===== src/rtl/adc_spi_pkg.sv =====
// Shared types and frame geometry for the serial ADC sampler.
// Period numbers below are 1-based SCLK periods within one chip-select frame.
package adc_spi_pkg;

    typedef enum logic [1:0] {
        IDLE,
        SETUP,
        SHIFT,
        HOLD
    } state_t;

    localparam int FRAME_BITS   = 17;
    localparam int CMD_BITS     = 5;
    localparam int NULL_BIT_IDX = 7;
    localparam int DATA_W       = 10;

endpackage


===== src/rtl/adc_sclk_divider.sv =====
// Half-period phase counter for the ADC serial clock.
// Emits strobes on the last clk cycle of each SCLK half period.
module adc_sclk_divider #(
    parameter int CLK_DIV = 4
) (
    input  logic clk,
    input  logic reset,
    input  logic run,
    input  logic sclk_level,
    output logic first_cycle,
    output logic rise_strobe,
    output logic fall_strobe
);

    localparam int PHASE_W = $clog2(CLK_DIV);

    if (CLK_DIV < 2 || CLK_DIV > 255) begin : g_bad_div
        $error("adc_sclk_divider: CLK_DIV must be in 2..255");
    end

    logic [PHASE_W-1:0] phase;
    logic               half_end;

    assign half_end    = run && (phase == PHASE_W'(CLK_DIV - 1));
    assign first_cycle = run && (phase == '0);
    assign rise_strobe = half_end && !sclk_level;
    assign fall_strobe = half_end && sclk_level;

    // NOTE: sequential state is always written with <= so every flop samples
    // the pre-edge values of its neighbours, independent of process ordering.
    always_ff @(posedge clk or posedge reset) begin
        if (reset) begin
            phase <= '0;
        end else if (!run || half_end) begin
            phase <= '0;
        end else begin
            phase <= phase + 1'b1;
        end
    end

endmodule


===== src/rtl/adc_spi_sampler.sv =====
// SPI master for a 10-bit serial ADC: sends a 5-bit channel command, reads the
// null bit and D9..D0, and presents the result as a registered sample.
module adc_spi_sampler
    import adc_spi_pkg::*;
#(
    parameter int CLK_DIV = 4,
    parameter int CS_HOLD = 8
) (
    input  logic              clk,
    input  logic              reset,
    input  logic              start,
    input  logic [2:0]        channel,
    output logic              busy,
    output logic [DATA_W-1:0] sample,
    output logic              sample_valid,
    output logic              frame_error,
    output logic              adc_cs_n,
    output logic              adc_sclk,
    output logic              adc_mosi,
    input  logic              adc_miso
);

    localparam int BIT_W = $clog2(FRAME_BITS);
    // Keeps the null bit and the ten data bits; earlier MISO bits fall off the top.
    localparam int RX_W  = FRAME_BITS - NULL_BIT_IDX + 1;
    // The IDLE cycle that follows HOLD is the last cs_n-high cycle of the guard,
    // so back-to-back frames see cs_n high for exactly CS_HOLD cycles.
    localparam int HOLD_CYCLES = (CS_HOLD > 1) ? CS_HOLD - 1 : 1;
    localparam int HOLD_W      = $clog2(HOLD_CYCLES + 1);

    state_t              state, state_next;
    logic [BIT_W-1:0]    bit_cnt, bit_cnt_next;
    logic [HOLD_W-1:0]   hold_cnt, hold_cnt_next;
    logic [2:0]          ch_lat, ch_next;
    logic [RX_W-1:0]     rx_shift, rx_next;
    logic                busy_next, cs_n_next, sclk_next, mosi_next;
    logic [DATA_W-1:0]   sample_next;
    logic                valid_next, error_next;

    logic first_cycle, rise_strobe, fall_strobe;

    adc_sclk_divider #(.CLK_DIV(CLK_DIV)) u_div (
        .clk        (clk),
        .reset      (reset),
        .run        ((state == SETUP) || (state == SHIFT)),
        .sclk_level (adc_sclk),
        .first_cycle(first_cycle),
        .rise_strobe(rise_strobe),
        .fall_strobe(fall_strobe)
    );

    function automatic logic cmd_bit(input logic [2:0] ch, input logic [BIT_W-1:0] idx);
        logic [CMD_BITS-1:0] cmd;
        cmd = {2'b11, ch} << idx;
        return (idx < BIT_W'(CMD_BITS)) ? cmd[CMD_BITS-1] : 1'b0;
    endfunction

    // NOTE: every variable gets a default before the case so no path leaves
    // one unassigned, which would otherwise infer a latch.
    always_comb begin
        state_next    = state;
        bit_cnt_next  = bit_cnt;
        hold_cnt_next = hold_cnt;
        ch_next       = ch_lat;
        rx_next       = rx_shift;
        sclk_next     = adc_sclk;
        mosi_next     = adc_mosi;
        sample_next   = sample;
        valid_next    = 1'b0;
        error_next    = 1'b0;

        case (state)
            IDLE: begin
                if (start) begin
                    state_next = SETUP;
                    ch_next    = channel;
                end
            end
            SETUP: begin
                // With SCLK still low, the end of the first half period is a rise strobe.
                if (rise_strobe) begin
                    state_next   = SHIFT;
                    bit_cnt_next = '0;
                    mosi_next    = cmd_bit(ch_lat, '0);
                end
            end
            SHIFT: begin
                if (adc_sclk && first_cycle) begin
                    rx_next = {rx_shift[RX_W-2:0], adc_miso};
                end
                if (rise_strobe) begin
                    sclk_next = 1'b1;
                end else if (fall_strobe) begin
                    sclk_next = 1'b0;
                    if (bit_cnt == BIT_W'(FRAME_BITS - 1)) begin
                        state_next    = HOLD;
                        hold_cnt_next = '0;
                        mosi_next     = 1'b0;
                        sample_next   = rx_shift[DATA_W-1:0];
                        valid_next    = 1'b1;
                        error_next    = rx_shift[DATA_W];
                    end else begin
                        bit_cnt_next = bit_cnt + 1'b1;
                        mosi_next    = cmd_bit(ch_lat, bit_cnt + 1'b1);
                    end
                end
            end
            HOLD: begin
                if (hold_cnt == HOLD_W'(HOLD_CYCLES - 1)) begin
                    state_next = IDLE;
                end else begin
                    hold_cnt_next = hold_cnt + 1'b1;
                end
            end
            default: state_next = IDLE;
        endcase

        busy_next = (state_next != IDLE);
        cs_n_next = !((state_next == SETUP) || (state_next == SHIFT));
    end

    always_ff @(posedge clk or posedge reset) begin
        if (reset) begin
            state        <= IDLE;
            bit_cnt      <= '0;
            hold_cnt     <= '0;
            ch_lat       <= '0;
            rx_shift     <= '0;
            busy         <= 1'b0;
            adc_cs_n     <= 1'b1;
            adc_sclk     <= 1'b0;
            adc_mosi     <= 1'b0;
            sample       <= '0;
            sample_valid <= 1'b0;
            frame_error  <= 1'b0;
        end else begin
            state        <= state_next;
            bit_cnt      <= bit_cnt_next;
            hold_cnt     <= hold_cnt_next;
            ch_lat       <= ch_next;
            rx_shift     <= rx_next;
            busy         <= busy_next;
            adc_cs_n     <= cs_n_next;
            adc_sclk     <= sclk_next;
            adc_mosi     <= mosi_next;
            sample       <= sample_next;
            sample_valid <= valid_next;
            frame_error  <= error_next;
        end
    end

endmodule


===== config.mk =====
export PLATFORM = sky130hd
export DESIGN_NAME = adc_spi_sampler
export DESIGN_NICKNAME = d
export VERILOG_FILES = /design/src/rtl/adc_spi_pkg.sv /design/src/rtl/adc_sclk_divider.sv /design/src/rtl/adc_spi_sampler.sv
export SDC_FILE = /design/constraint.sdc
export NUM_CORES = 1
export LEC_CHECK = 0
export ABC_AREA = 1
export CORE_ASPECT_RATIO = 0.75
export CORE_UTILIZATION = 40
export CTS_BUF_LIST = sky130_fd_sc_hd__clkbuf_8
export CTS_CLUSTER_DIAMETER = 40
export DETAILED_ROUTE_END_ITERATION = 8
export HOLD_SLACK_MARGIN = 0.08
export PLACE_DENSITY_LB_ADDON = 0.3
export SLEW_MARGIN = 20
export SYNTH_ARGS = -nofsm -noshare
export SYNTH_HDL_FRONTEND = slang
export SYNTH_HIERARCHICAL = 1
export SYNTH_SLANG_ARGS = --single-unit

===== constraint.sdc =====
create_clock -name clk -period 2.8 [get_ports clk]
set_clock_uncertainty 0.05 [all_clocks]
set_input_delay 0.28 -clock clk [delete_from_list [all_inputs] [get_ports clk]]
set_output_delay 0.28 -clock clk [all_outputs]
set_load 0.05 [all_outputs]

==> out/results.ini <==
[status]
status = finished clean

[timing]
maxSlewHeadroom_pct = 56.9
rsz0062_at_grt = false
fin_crit_sh_pct = 81.8
worst_hold_slack_ns = 0.118
setup-tns-final_ns = 0
finalHoldViolCount = 0
min_period_ns = 2.29
drv_slew = 0
setup_viol = 0
worst_slack_ns = 0.510
worst_pin_slew_ns = 0.644
max_freq_mhz = 437

[cts]
post_cts_buffers = 0
cts_resized = 0
insertion_delay_ns = 0.29
cts_tree = built
cts_hold_buf = 0
clockBufferDepth = 2
clkTransAtPathRegs_ns = 0.08
root_buffer = clkbuf_8
cts_made_buffers = 5
clock_sinks = 42
cts.htree.levels = 2

[pwr]
intPower_mw = 0.885
power_frac_clock_pct = 42.4
netSwitchingPower_mw = 0.232
p_seq_share_pct = 54.9
ir_drop_uv = 270
swShare_pct = 20.8
combPwrFrac_pct = 2.7
power.leakage_nw = 1.26
p_per_area_nw_per_um2 = 452

[setup_path]
startpoint_type = register
crit_path_top_delay_cell = dfrtp_1
cp-startpoint = state[1]$_DFF_PP0_
reg2reg_from = state[1]$_DFF_PP0_
crit_fanout = 14
critical-path-max-stage-delay_ns = 0.42
reg2reg_slack_ns = 0.51
rr_endpoint = adc_cs_n$_DFF_PP1_
worstPathRequired_ns = 3.00
endpoint = adc_cs_n$_DFF_PP1_
cp.depth = 12
crit_chain = inv_1 -> ha_1 -> nand2_1 -> nor2_1 -> nor2_4 -> nand2_2 -> inv_2 -> nand2_4 -> nand4_1 -> nand2_1 -> ha_1 -> inv_1
criticalPathCategory = register to register
critical_path_arrival_ns = 2.49
reg2reg_depth = 12
endpoint_kind = register
cpLargestDelayFamily = simple AND/OR/NAND/NOR gates
path_buf_inv = 3

[grt]
antenna_found_initial = 0
grt_overflow_total = 0
grtUsageTotal_pct = 14.7
grt_pass1_wl_um = 6250
grt_start_max_net_pins = 41
grt_pass1_vias = 1347

[detailed_routing]
avgViaCountPerCell = 4.52
num_vias = 1402
drt_iter0_drc = 89
antenna_left = 0
drc = 0
drt-wirelength-per-cell_um = 11.0
drt-pass1-iter-count = 4
routed_wl_um = 3420

[die]
initial_core_util_pct = 42.3
die_area_um2 = 5530
coreArea_um2 = 4950
die_w_um = 85.6
top_level_ports = 23
core.rowCount = 22
die_y_um = 64.7

[synthesis]
synth_common_cells = nand2_1 (55), dfrtp_1 (41), inv_1 (35)
syn_nets = 242
synthSimpleGateAreaFrac_pct = 17.2
muxShareOfSynthArea_pct = 1.61
yosys_most_used_dff = dfrtp_1
synth.distinct_cells = 29
synth_top_family_by_area = simple AND/OR/NAND/NOR gates
synthAdderAreaFrac_pct = 7.17
synth_area_um2 = 2090
synth_area_leaders = dfrtp_1 (49%), nand2_1 (9.9%), ha_1 (7.2%)
synth_edf_count = 0
synth_xor_area_share_pct = 1.25
ys_warn_count = 6
yosysMostFrequentCell = nand2_1
yosys.area.top_type_share_pct = 49.0
ys_seq_area_share_pct = 50.2
synth-seq-cells = 42
avgSynthCellArea_um2 = 9.39
async_flop_share_pct = 100
yosysTopAreaCell = dfrtp_1
netlist_instances = 223
synth_compound_area_share_pct = 13.1

[cells_and_area]
multi_input_area_um2 = 846
area_growth_pct = 18.0
nNetsFinal = 268
fill_cells = 458
antenna_cells = 0
seq_area_um2 = 1050
fin_util_pct = 49.9
drive_above_1_share_pct = 16.0

[place]
dpl.hpwl_um = 2520
io_buffers = 22
pre_cts_slack_ns = 0.516
gp_congestion = 0.762

[run]
maxCapViolations = 0

[hold_path]
hp-class = input port to asynchronous set/reset pin

[through the flow]
stage | cells | area [µm²] | total power [mW]
after global placement | 302 | 2360 | 0.656
after detailed placement | 302 | 2360 | 0.657
after CTS | 310 | 2470 | 1.13
after global routing | 310 | 2470 | 1.16
after floorplan | 223 | 2090 | 0.641
final | 310 | 2470 | 1.12
[state kept, by name, summed over array words and instances (netlist names)]
| register | flops |
|---|---|
| adc_cs_n | 1 |
| sample | 10 |
| hold_cnt | 3 |
| frame_error | 1 |
| sample_valid | 1 |
| state | 2 |
| rx_shift | 11 |
| ch_lat | 3 |
| adc_sclk | 1 |
| busy | 1 |
| u_div/phase | 2 |
| adc_mosi | 1 |
| bit_cnt | 5 |
[area by class of cell]
class,instances,area share (%)
clock buffer,5,2.78
clock inverter,3,1.67
inverter,41,6.22
multi-input combinational,135,34.2
sequential,42,42.6
tap,60,3.04
timing repair buffer,24,9.51
[cell usage in the layout, fill, tap and decap left out, types with 3 or more instances in the layout]
| cell type | netlist | final |
|---|---|---|
| inv_1 | 35 | 36 |
| nand3_1 | 5 | 5 |
| mux2_2 | 3 | 3 |
| nand2_1 | 55 | 55 |
| inv_2 | 6 | 6 |
| o21ai_0 | 13 | 13 |
| ha_1 | 12 | 12 |
| a21oi_1 | 4 | 4 |
| o21ai_2 | 11 | 11 |
| clkbuf_8 | 0 | 5 |
| clkdlybuf4s50_1 | 0 | 22 |
| dfrtp_1 | 41 | 41 |
| nor2_1 | 10 | 10 |
| o21ai_1 | 6 | 6 |
[power groups by stage]
stage	Clock, mW	Combinational (mW)	Sequential, mW
final	0.473	0.0301	0.614
after global routing	0.515	0.0349	0.614
after CTS	0.486	0.0314	0.614
after detailed placement	0	0.0314	0.626
after global placement	0	0.0310	0.625
after floorplan	0	0.0161	0.625
[metal layers]
metal	track usage (%)	wire, µm	vias to the layer above
met2	20.9	1420	18
met5	0	0	-
met4	6.88	72	0
met3	3.69	126	8
met1	21.1	1800	639
li1	-	-	737
[logic make-up after synthesis]
| logic type | count (synthesis) |
|---|---|
| AO/OA/AOI/OAI | 38 |
| XOR/XNOR | 3 |
| adder cells (fa/ha/maj) | 12 |
| buffers and inverters | 46 |
| flip-flops | 42 |
| multiplexers | 3 |
| AND/OR/NAND/NOR | 79 |
[how the worst min path moves through the flow]
stage and to:
2_1_floorplan u_div/phase[0]$_DFF_PP0_, 3_3_place_gp u_div/phase[0]$_DFF_PP0_, 4_1_cts u_div/phase[1]$_DFF_PP0_, 3_5_place_dp u_div/phase[0]$_DFF_PP0_
5_1_grt u_div/phase[1]$_DFF_PP0_, 6_report u_div/phase[0]$_DFF_PP0_
Power figures use the tool's default switching activity.
